**src/rtl/reg_file_param.sv**
```systemverilog
// reg_file_param: 2-read/1-write register file with optional hardwired zero register and a sequential clear engine.
// Optional feature: define REGFILE_BYPASS_EN for write-first read bypass (default build is read-first).
`default_nettype none

module reg_file_param #(
  parameter int DATA_W   = 16,
  parameter int ADDR_W   = 4,
  parameter bit ZERO_REG = 1'b1
) (
  input  logic              clock,
  input  logic              reset,
  input  logic              wr_en,
  input  logic [ADDR_W-1:0] wr_addr,
  input  logic [DATA_W-1:0] wr_data,
  output logic              wr_ready,
  input  logic [ADDR_W-1:0] rd_addr1,
  input  logic [ADDR_W-1:0] rd_addr2,
  output logic [DATA_W-1:0] rd_data1,
  output logic [DATA_W-1:0] rd_data2,
  input  logic              clr_req,
  output logic              clr_busy,
  output logic              clr_done
);

  localparam int DEPTH = 2 ** ADDR_W;

  typedef enum logic [1:0] {
    IDLE  = 2'd0,
    CLEAR = 2'd1,
    DONE  = 2'd2
  } state_t;

  state_t              state_q, state_d;
  logic [ADDR_W-1:0]   cnt_q, cnt_d;
  logic [DATA_W-1:0]   mem_q [DEPTH];
  logic [DATA_W-1:0]   mem_d [DEPTH];
  logic [DATA_W-1:0]   rd_data1_q, rd_data1_d;
  logic [DATA_W-1:0]   rd_data2_q, rd_data2_d;
  logic                wr_commit;
  logic                wr_is_zero;

  assign wr_ready   = (state_q != CLEAR);
  assign clr_busy   = (state_q == CLEAR);
  assign clr_done   = (state_q == DONE);
  assign rd_data1   = rd_data1_q;
  assign rd_data2   = rd_data2_q;
  assign wr_commit  = wr_en && wr_ready;
  assign wr_is_zero = ZERO_REG && (wr_addr == '0);

  always_comb begin
    state_d = state_q;
    cnt_d   = '0;
    case (state_q)
      IDLE:    if (clr_req) state_d = CLEAR;
      CLEAR: begin
        cnt_d = cnt_q + ADDR_W'(1);
        if (cnt_q == ADDR_W'(DEPTH - 1)) state_d = DONE;
      end
      DONE:    state_d = IDLE;
      default: state_d = IDLE;
    endcase
  end

  always_comb begin
    mem_d = mem_q;
    if (state_q == CLEAR) begin
      mem_d[cnt_q] = '0;
    end else if (wr_commit && !wr_is_zero) begin
      mem_d[wr_addr] = wr_data;
    end
  end

  // Read data is sampled from the array state before this edge's write/clear takes effect.
  always_comb begin
    rd_data1_d = mem_q[rd_addr1];
    rd_data2_d = mem_q[rd_addr2];
`ifdef REGFILE_BYPASS_EN
    if (wr_commit && !wr_is_zero && (wr_addr == rd_addr1)) rd_data1_d = wr_data;
    if (wr_commit && !wr_is_zero && (wr_addr == rd_addr2)) rd_data2_d = wr_data;
`endif
    if (ZERO_REG && (rd_addr1 == '0)) rd_data1_d = '0;
    if (ZERO_REG && (rd_addr2 == '0)) rd_data2_d = '0;
  end

  always_ff @(posedge clock or negedge reset) begin
    if (!reset) begin
      state_q    <= IDLE;
      cnt_q      <= '0;
      mem_q      <= '{default: '0};
      rd_data1_q <= '0;
      rd_data2_q <= '0;
    end else begin
      state_q    <= state_d;
      cnt_q      <= cnt_d;
      mem_q      <= mem_d;
      rd_data1_q <= rd_data1_d;
      rd_data2_q <= rd_data2_d;
    end
  end

endmodule

`default_nettype wire

```
**config.mk**
```make
export PLATFORM = sky130hd
export DESIGN_NAME = reg_file_param
export DESIGN_NICKNAME = d
export VERILOG_FILES = /design/src/rtl/reg_file_param.sv
export SDC_FILE = /design/constraint.sdc
export NUM_CORES = 1
export LEC_CHECK = 0
export ABC_CLOCK_PERIOD_IN_PS = 3840
export BUFFER_PORTS_ARGS = -buffer_cell sky130_fd_sc_hd__buf_2
export CAP_MARGIN = 20
export CORE_ASPECT_RATIO = 1.4
export CORE_UTILIZATION = 40
export CTS_CLUSTER_SIZE = 10
export DETAILED_ROUTE_END_ITERATION = 12
export PLACE_DENSITY = 0.58
export SYNTH_ARGS = -nofsm -noshare
export SYNTH_HDL_FRONTEND = slang
export SYNTH_SLANG_ARGS = --single-unit
```
**constraint.sdc**
```tcl
create_clock -name clock -period 3.84 [get_ports clock]
set_input_delay 0.96 -clock clock [delete_from_list [all_inputs] [get_ports clock]]
set_output_delay 0.96 -clock clock [all_outputs]
set_load 0.02 [all_outputs]
```
== Yosys cells after proc, flatten, opt, wreduce, memory -nomap -nowiden ==
Cells that the tools add are included.

* Register bits: 294
* Logic and storage cells: 69

* Add/subtract/negate cells: 1
* $lt $le $gt $ge: 6
* Equal/unequal tests: 6
* Mux-type cells: 19
* Bitwise operators: 6
* Reduce and logical (&&, ||, !) cells: 11

{| class="wikitable"
|+ Operator list
! operator !! number
|-
| $mux 256 || 2
|-
| $and 256x256->256 || 1
|-
| $bwmux 256 || 1
|-
| $not 256->256 || 1
|-
| $bmux 16 s4 || 2
|-
| $demux 16 s4 || 2
|-
| $mux 16 || 8
|-
| $ge 5x5->1 const B || 4
|-
| $not 4->5 || 4
|-
| $logic_not 4->1 || 3
|-
| $lt 5x1->1 const B || 2
|-
| $add 4x1->4 const B || 1
|-
| $eq 4x4->1 const B || 1
|-
| $logic_and 1x1->1 || 4
|-
| $mux 2 || 2
|-
| $mux 4 || 1
|-
| $ne 2x1->1 const B || 2
|-
| $pmux 2 s2 || 1
|-
| $eq 2x1->1 const B || 1
|-
| $eq 2x2->1 const B || 1
|-
| $logic_not 2->1 || 1
|-
| $ne 2x2->1 const B || 1
|-
| $reduce_and 2->1 || 1
|-
| $reduce_bool 2->1 || 1
|-
| $logic_not 1->1 || 1
|}

== Longest topological paths before layout ==
* Depth after elaboration: 8
* Mapped depth: 8
* Gate-level depth less buffers: 5

== Least setup slack after synthesis ==
No wires, ideal clock.

* Path type: input to register
* Start point: input port rd_addr2[1]
* End point: register rd_data2_q[5], in the netlist rd_data2[5]
* Setup time: 136 ps
* Arrival time: 2300 ps
* Required time: 3704 ps
* Setup slack: 1404 ps
* Stages: 6
* Path through: buf_2 buf_2 clkbuf_1 mux4_2 a22oi_1 o21ai_0

* Cells in the longest elaborated chain, start to end: 5
* Elaborated cells on any way between the ends: 6
* Classes of those cells: mux: 4; bitwise: 1; reduce/logical: 1

{| class="wikitable"
|+ RTL lines
! element !! line !! text
|-
| start, declared || 17 || <nowiki>input logic [ADDR_W-1:0] rd_addr2,</nowiki>
|-
| $not 4->5 (not written as such) || 76 || <nowiki>rd_data2_d = mem_q[rd_addr2];</nowiki>
|-
| $bmux 16 s4 || 76 ||
|-
| $mux 16 (not written as such) (2 in series) || 76 ||
|-
| $mux 16 * || 82 || <nowiki>if (ZERO_REG && (rd_addr2 == '0)) rd_data2_d = '0;</nowiki>
|-
| via rd_data2_d[5] || 38 || <nowiki>logic [DATA_W-1:0] rd_data2_q, rd_data2_d;</nowiki>
|-
| end signal, assigned || 97 || <nowiki>rd_data2_q <= rd_data2_d;</nowiki>
|-
| end, declared || 38 ||
|}

Mark *: on every way through the listed nets, which the timed path passes. The rest lies on a longest branch. The select of a mux whose other input is x is not followed.
A chain may end at the register's enable or synchronous reset.

== Worst setup path in the final report ==
* Start point: register state_q[1]
* End point: output port clr_busy

* Cells in the longest elaborated chain, start to end: 1

{| class="wikitable"
|+ RTL lines
! element !! line !! text
|-
| start, declared || 33 || <nowiki>state_t state_q, state_d;</nowiki>
|-
| start signal, assigned || 93 || <nowiki>state_q <= state_d;</nowiki>
|-
| $eq 2x1->1 || 43 || <nowiki>assign clr_busy = (state_q == CLEAR);</nowiki>
|-
| end, declared || 21 || <nowiki>output logic clr_busy,</nowiki>
|}

Every way passes these cells.

==> impl_metrics.py <==
metrics = {
    "run_status": {
        "run_status": "finished, final reports clean",
    },
    "route": {
        "vias": 9989,
        "drt_first_iter_violations": 1177,
        "detail_route.drc_violations": 0,
        "drt.antenna.violating_nets": 0,
        "drt-wirelength-per-cell_um": 30.7,
        "drtPass1Iterations": 5,
        "finalWirelength_um": 46000,
        "via_per_inst": 6.66,
    },
    "pwr": {
        "post_layout_power_uw": 10100,
        "peakVddDrop_mv": 0.374,
        "power_density_nw_per_um2": 637,
        "power_leakage_uw": 0.00705,
        "clockPowerShare": 0.279,
        "pwr-share-seq": 0.441,
        "switching_power_uw": 3300,
        "pwr-share-comb": 0.280,
        "netSwitchingFraction": 0.328,
        "intPower_uw": 6750,
    },
    "yosys": {
        "synth.yosys.seq_area_share": 0.503,
        "synth.net_count": 1021,
        "synth_edf_count": 0,
        "synth.yosys.warnings": 0,
        "synth_cell_types": 43,
        "synth-async-reset-ratio": 1.00,
        "ys.flop_type": "sky130_fd_sc_hd__dfrtp_1",
        "share_of_yosys_cell_area_claimed_by_the_top_area_cell_type": 0.503,
        "netlist_top_cells_count": "sky130_fd_sc_hd__dfrtp_1, sky130_fd_sc_hd__a22o_1, sky130_fd_sc_hd__mux4_2",
        "mean_post_synth_cell_area_um2": 14.1,
        "synth_most_common_cell": "sky130_fd_sc_hd__dfrtp_1",
        "syn-instance-count": 983,
        "synth_top_cell_by_area": "sky130_fd_sc_hd__dfrtp_1",
        "synth.cell_area_um2": 13800,
        "ys_ff_latch": 278,
        "synth_top_area_cells": "sky130_fd_sc_hd__dfrtp_1, sky130_fd_sc_hd__mux4_2, sky130_fd_sc_hd__a22o_1",
    },
    "hold_path": {
        "hp-class": "reg2reg",
        "worstHoldStart": "state_q[1]",
    },
    "clock_network": {
        "clock_root_buffer": "sky130_fd_sc_hd__clkbuf_16",
        "cts_setup_buffers": 0,
        "clkLatencyLatePin_ns": 0.52,
        "cts-resized-gates": 0,
        "clk_path_buf_depth": 3,
        "cts.sink_count": 278,
        "cts.htree.levels": 2,
        "worst_setup_hold_path_clk_slew_ns": 0.05,
        "holdBufCountCts": 0,
        "tritoncts": "yes",
        "cts_buffer_count": 34,
    },
    "global_route": {
        "grt_start_max_net_pins": 104,
        "grtUsageTotal": 0.266,
        "grt_pass1_wl_um": 69100,
        "grt_antenna_before_repair": 0,
        "first_global_vias": 10300,
        "grt_remaining_overflow": 0,
    },
    "timing": {
        "final.setup_skew_ns": 0.0219,
        "unrepaired_setup_endpoints_after_global_routing": "no",
        "final.setup.worst_slack_ns": 1.03,
        "setup-tns-final_ns": 0,
        "final.period_utilization": 0.731,
        "pin_slew_with_the_least_headroom_to_its_limit_ns": 1.16,
        "achievable-frequency_mhz": 356,
        "finalSetupViolations": 0,
        "fin_crit_ns": 2.81,
        "relSlewSlack": 0.223,
        "maxSlewViolCount": 0,
        "hold_violations": 0,
    },
    "critical_path": {
        "worst_r2r_startpoint": "state_q[0]",
        "cp.required_ns": 2.88,
        "cp_cell_sequence": "nand2b_1, inv_6, buf_2",
        "cpMaxStageDelayCell": "sky130_fd_sc_hd__dfrtp_1",
        "crit_arrival_ns": 1.85,
        "max_stage_delay_ns": 0.39,
        "timing.critical_path.max_delay_family": "buffers and inverters",
        "critPathLaunch": "state_q[1]",
        "critPathCaptureType": "output port",
        "worstSetupPathType": "reg2out",
        "crit_path_start_kind": "flip-flop",
        "timing.critical_path.buf_inv": 2,
        "path_max_fanout": 17,
    },
    "floorplan": {
        "die_x_um": 159,
        "die-area_um2": 35400,
        "coreArea_um2": 34000,
        "boundaryPins": 67,
        "initial_standard_cell_utilization_of_the_core": 0.407,
        "row_count": 80,
        "die_h_um": 222,
    },
    "placed_design": {
        "globalplace.congestion": 0.832,
        "dp.final_hpwl_um": 28900,
        "buffer_ports.inserted": 66,
        "place_ws_ns": 0.674,
    },
    "layout": {
        "syn2layout_area_growth_pct": 14.0,
        "register_area_um2": 6960,
        "drive_above_1_share": 0.310,
        "antennaDiodeCount": 0,
        "layout.nets": 1080,
        "multiInputGateArea_um2": 6360,
        "final.fill_count": 3041,
        "final_core_occ": 0.464,
    },
    "job": {
        "max-cap-violations": 0,
    },
}
[power by group through the flow]
stage / clock (uW) / sequential (uW) / combinational [uW]
floorplan: 0 / 4300 / 1940
CTS: 2850 / 4420 / 2800
detailed placement: 0 / 4450 / 2800
global route: 2970 / 4540 / 2990
global placement: 0 / 4440 / 2740
finish: 2810 / 4430 / 2810
[routing by layer]
layer | track usage | part of all wire | wire [um]
met5 | 0 | 0 | 0
met4 | 0.115 | 0.042 | 1950
met3 | 0.0470 | 0.079 | 3630
met2 | 0.407 | 0.46 | 21200
met1 | 0.373 | 0.42 | 19200
[through the flow]
stage,hold slack (ns),cell area [um2],instances
global route,0.474,15800,1499
floorplan,0.422,13800,983
global placement,0.438,14800,1454
CTS,0.452,15800,1498
finish,0.448,15800,1499
detailed placement,0.445,14900,1456
[layout make-up]
cell class | instances | share of cell area
clock buffers | 39 | 0.0565
clock inverters | 3 | 0.00135
inverters | 7 | 0.00214
multi-input cells | 598 | 0.403
flip-flops and latches | 278 | 0.441
well taps | 451 | 0.0358
repair buffers | 123 | 0.0603
[layout by cell type (no fill, tap or decap), types with 2 or more instances in the layout]
cell                          n
sky130_fd_sc_hd__a21oi_1     15
sky130_fd_sc_hd__a21oi_2     13
sky130_fd_sc_hd__a221o_1     29
sky130_fd_sc_hd__a22o_1     224
sky130_fd_sc_hd__a22oi_1     14
sky130_fd_sc_hd__and2_1       2
sky130_fd_sc_hd__buf_12      13
sky130_fd_sc_hd__buf_2       63
sky130_fd_sc_hd__buf_4       43
sky130_fd_sc_hd__buf_6        2
sky130_fd_sc_hd__buf_8        2
sky130_fd_sc_hd__clkbuf_1     4
sky130_fd_sc_hd__clkbuf_16   35
sky130_fd_sc_hd__dfrtp_1    278
sky130_fd_sc_hd__ha_1         6
sky130_fd_sc_hd__inv_1        4
sky130_fd_sc_hd__inv_6        2
sky130_fd_sc_hd__mux2_2      32
sky130_fd_sc_hd__mux2i_1     19
sky130_fd_sc_hd__mux4_2      96
sky130_fd_sc_hd__nand2_1     36
sky130_fd_sc_hd__nand2b_1     2
sky130_fd_sc_hd__nand3_1      4
sky130_fd_sc_hd__nand3b_1     4
sky130_fd_sc_hd__nor2_1       4
sky130_fd_sc_hd__nor2b_1      5
sky130_fd_sc_hd__nor3b_2      2
sky130_fd_sc_hd__nor4_4      14
sky130_fd_sc_hd__o21ai_0     54
sky130_fd_sc_hd__o21ai_1      7
sky130_fd_sc_hd__or3b_1       3
[flip-flops by register name, summed over array words and instances (netlist names)]
| register | flops |
|---|---|
| mem_q | 240 |
| cnt_q | 4 |
| state_q | 2 |
| rd_data1 | 16 |
| rd_data2 | 16 |
[worst reg2reg max path, cell delays in order (launching register included)]
cell	delay, ns
sky130_fd_sc_hd__dfrtp_1	0.41
sky130_fd_sc_hd__nand2b_1	0.38
sky130_fd_sc_hd__inv_6	0.21
sky130_fd_sc_hd__nor4_4	0.99
sky130_fd_sc_hd__a21oi_2	0.39
sky130_fd_sc_hd__a22o_1	0.30
[worst paths after layout]
check | slack [ns] | cells past startpoint | end
setup / recovery | 1.03 | 3 | clr_busy
hold / removal | 0.45 | 1 | state_q[0]
setup reg to reg | 1.05 | 5 | mem_q[102]
hold reg to reg | 0.45 | 1 | state_q[0]
max in group asynchronous | 2.47 | 2 | mem_q[16]
min in group asynchronous | 0.51 | 1 | mem_q[119]
[cell families after synthesis]
group | count (synthesis) | share of synthesized area
flip-flops | 278 | 0.503
adder cells (fa/ha/maj) | 6 | 0.00543
buffers and inverters | 107 | 0.0392
AO/OA/AOI/OAI | 361 | 0.208
multiplexers | 147 | 0.196
XOR/XNOR | 2 | 0.00127
AND/OR/NAND/NOR | 82 | 0.0470
(Power assumes the default switching activity.)
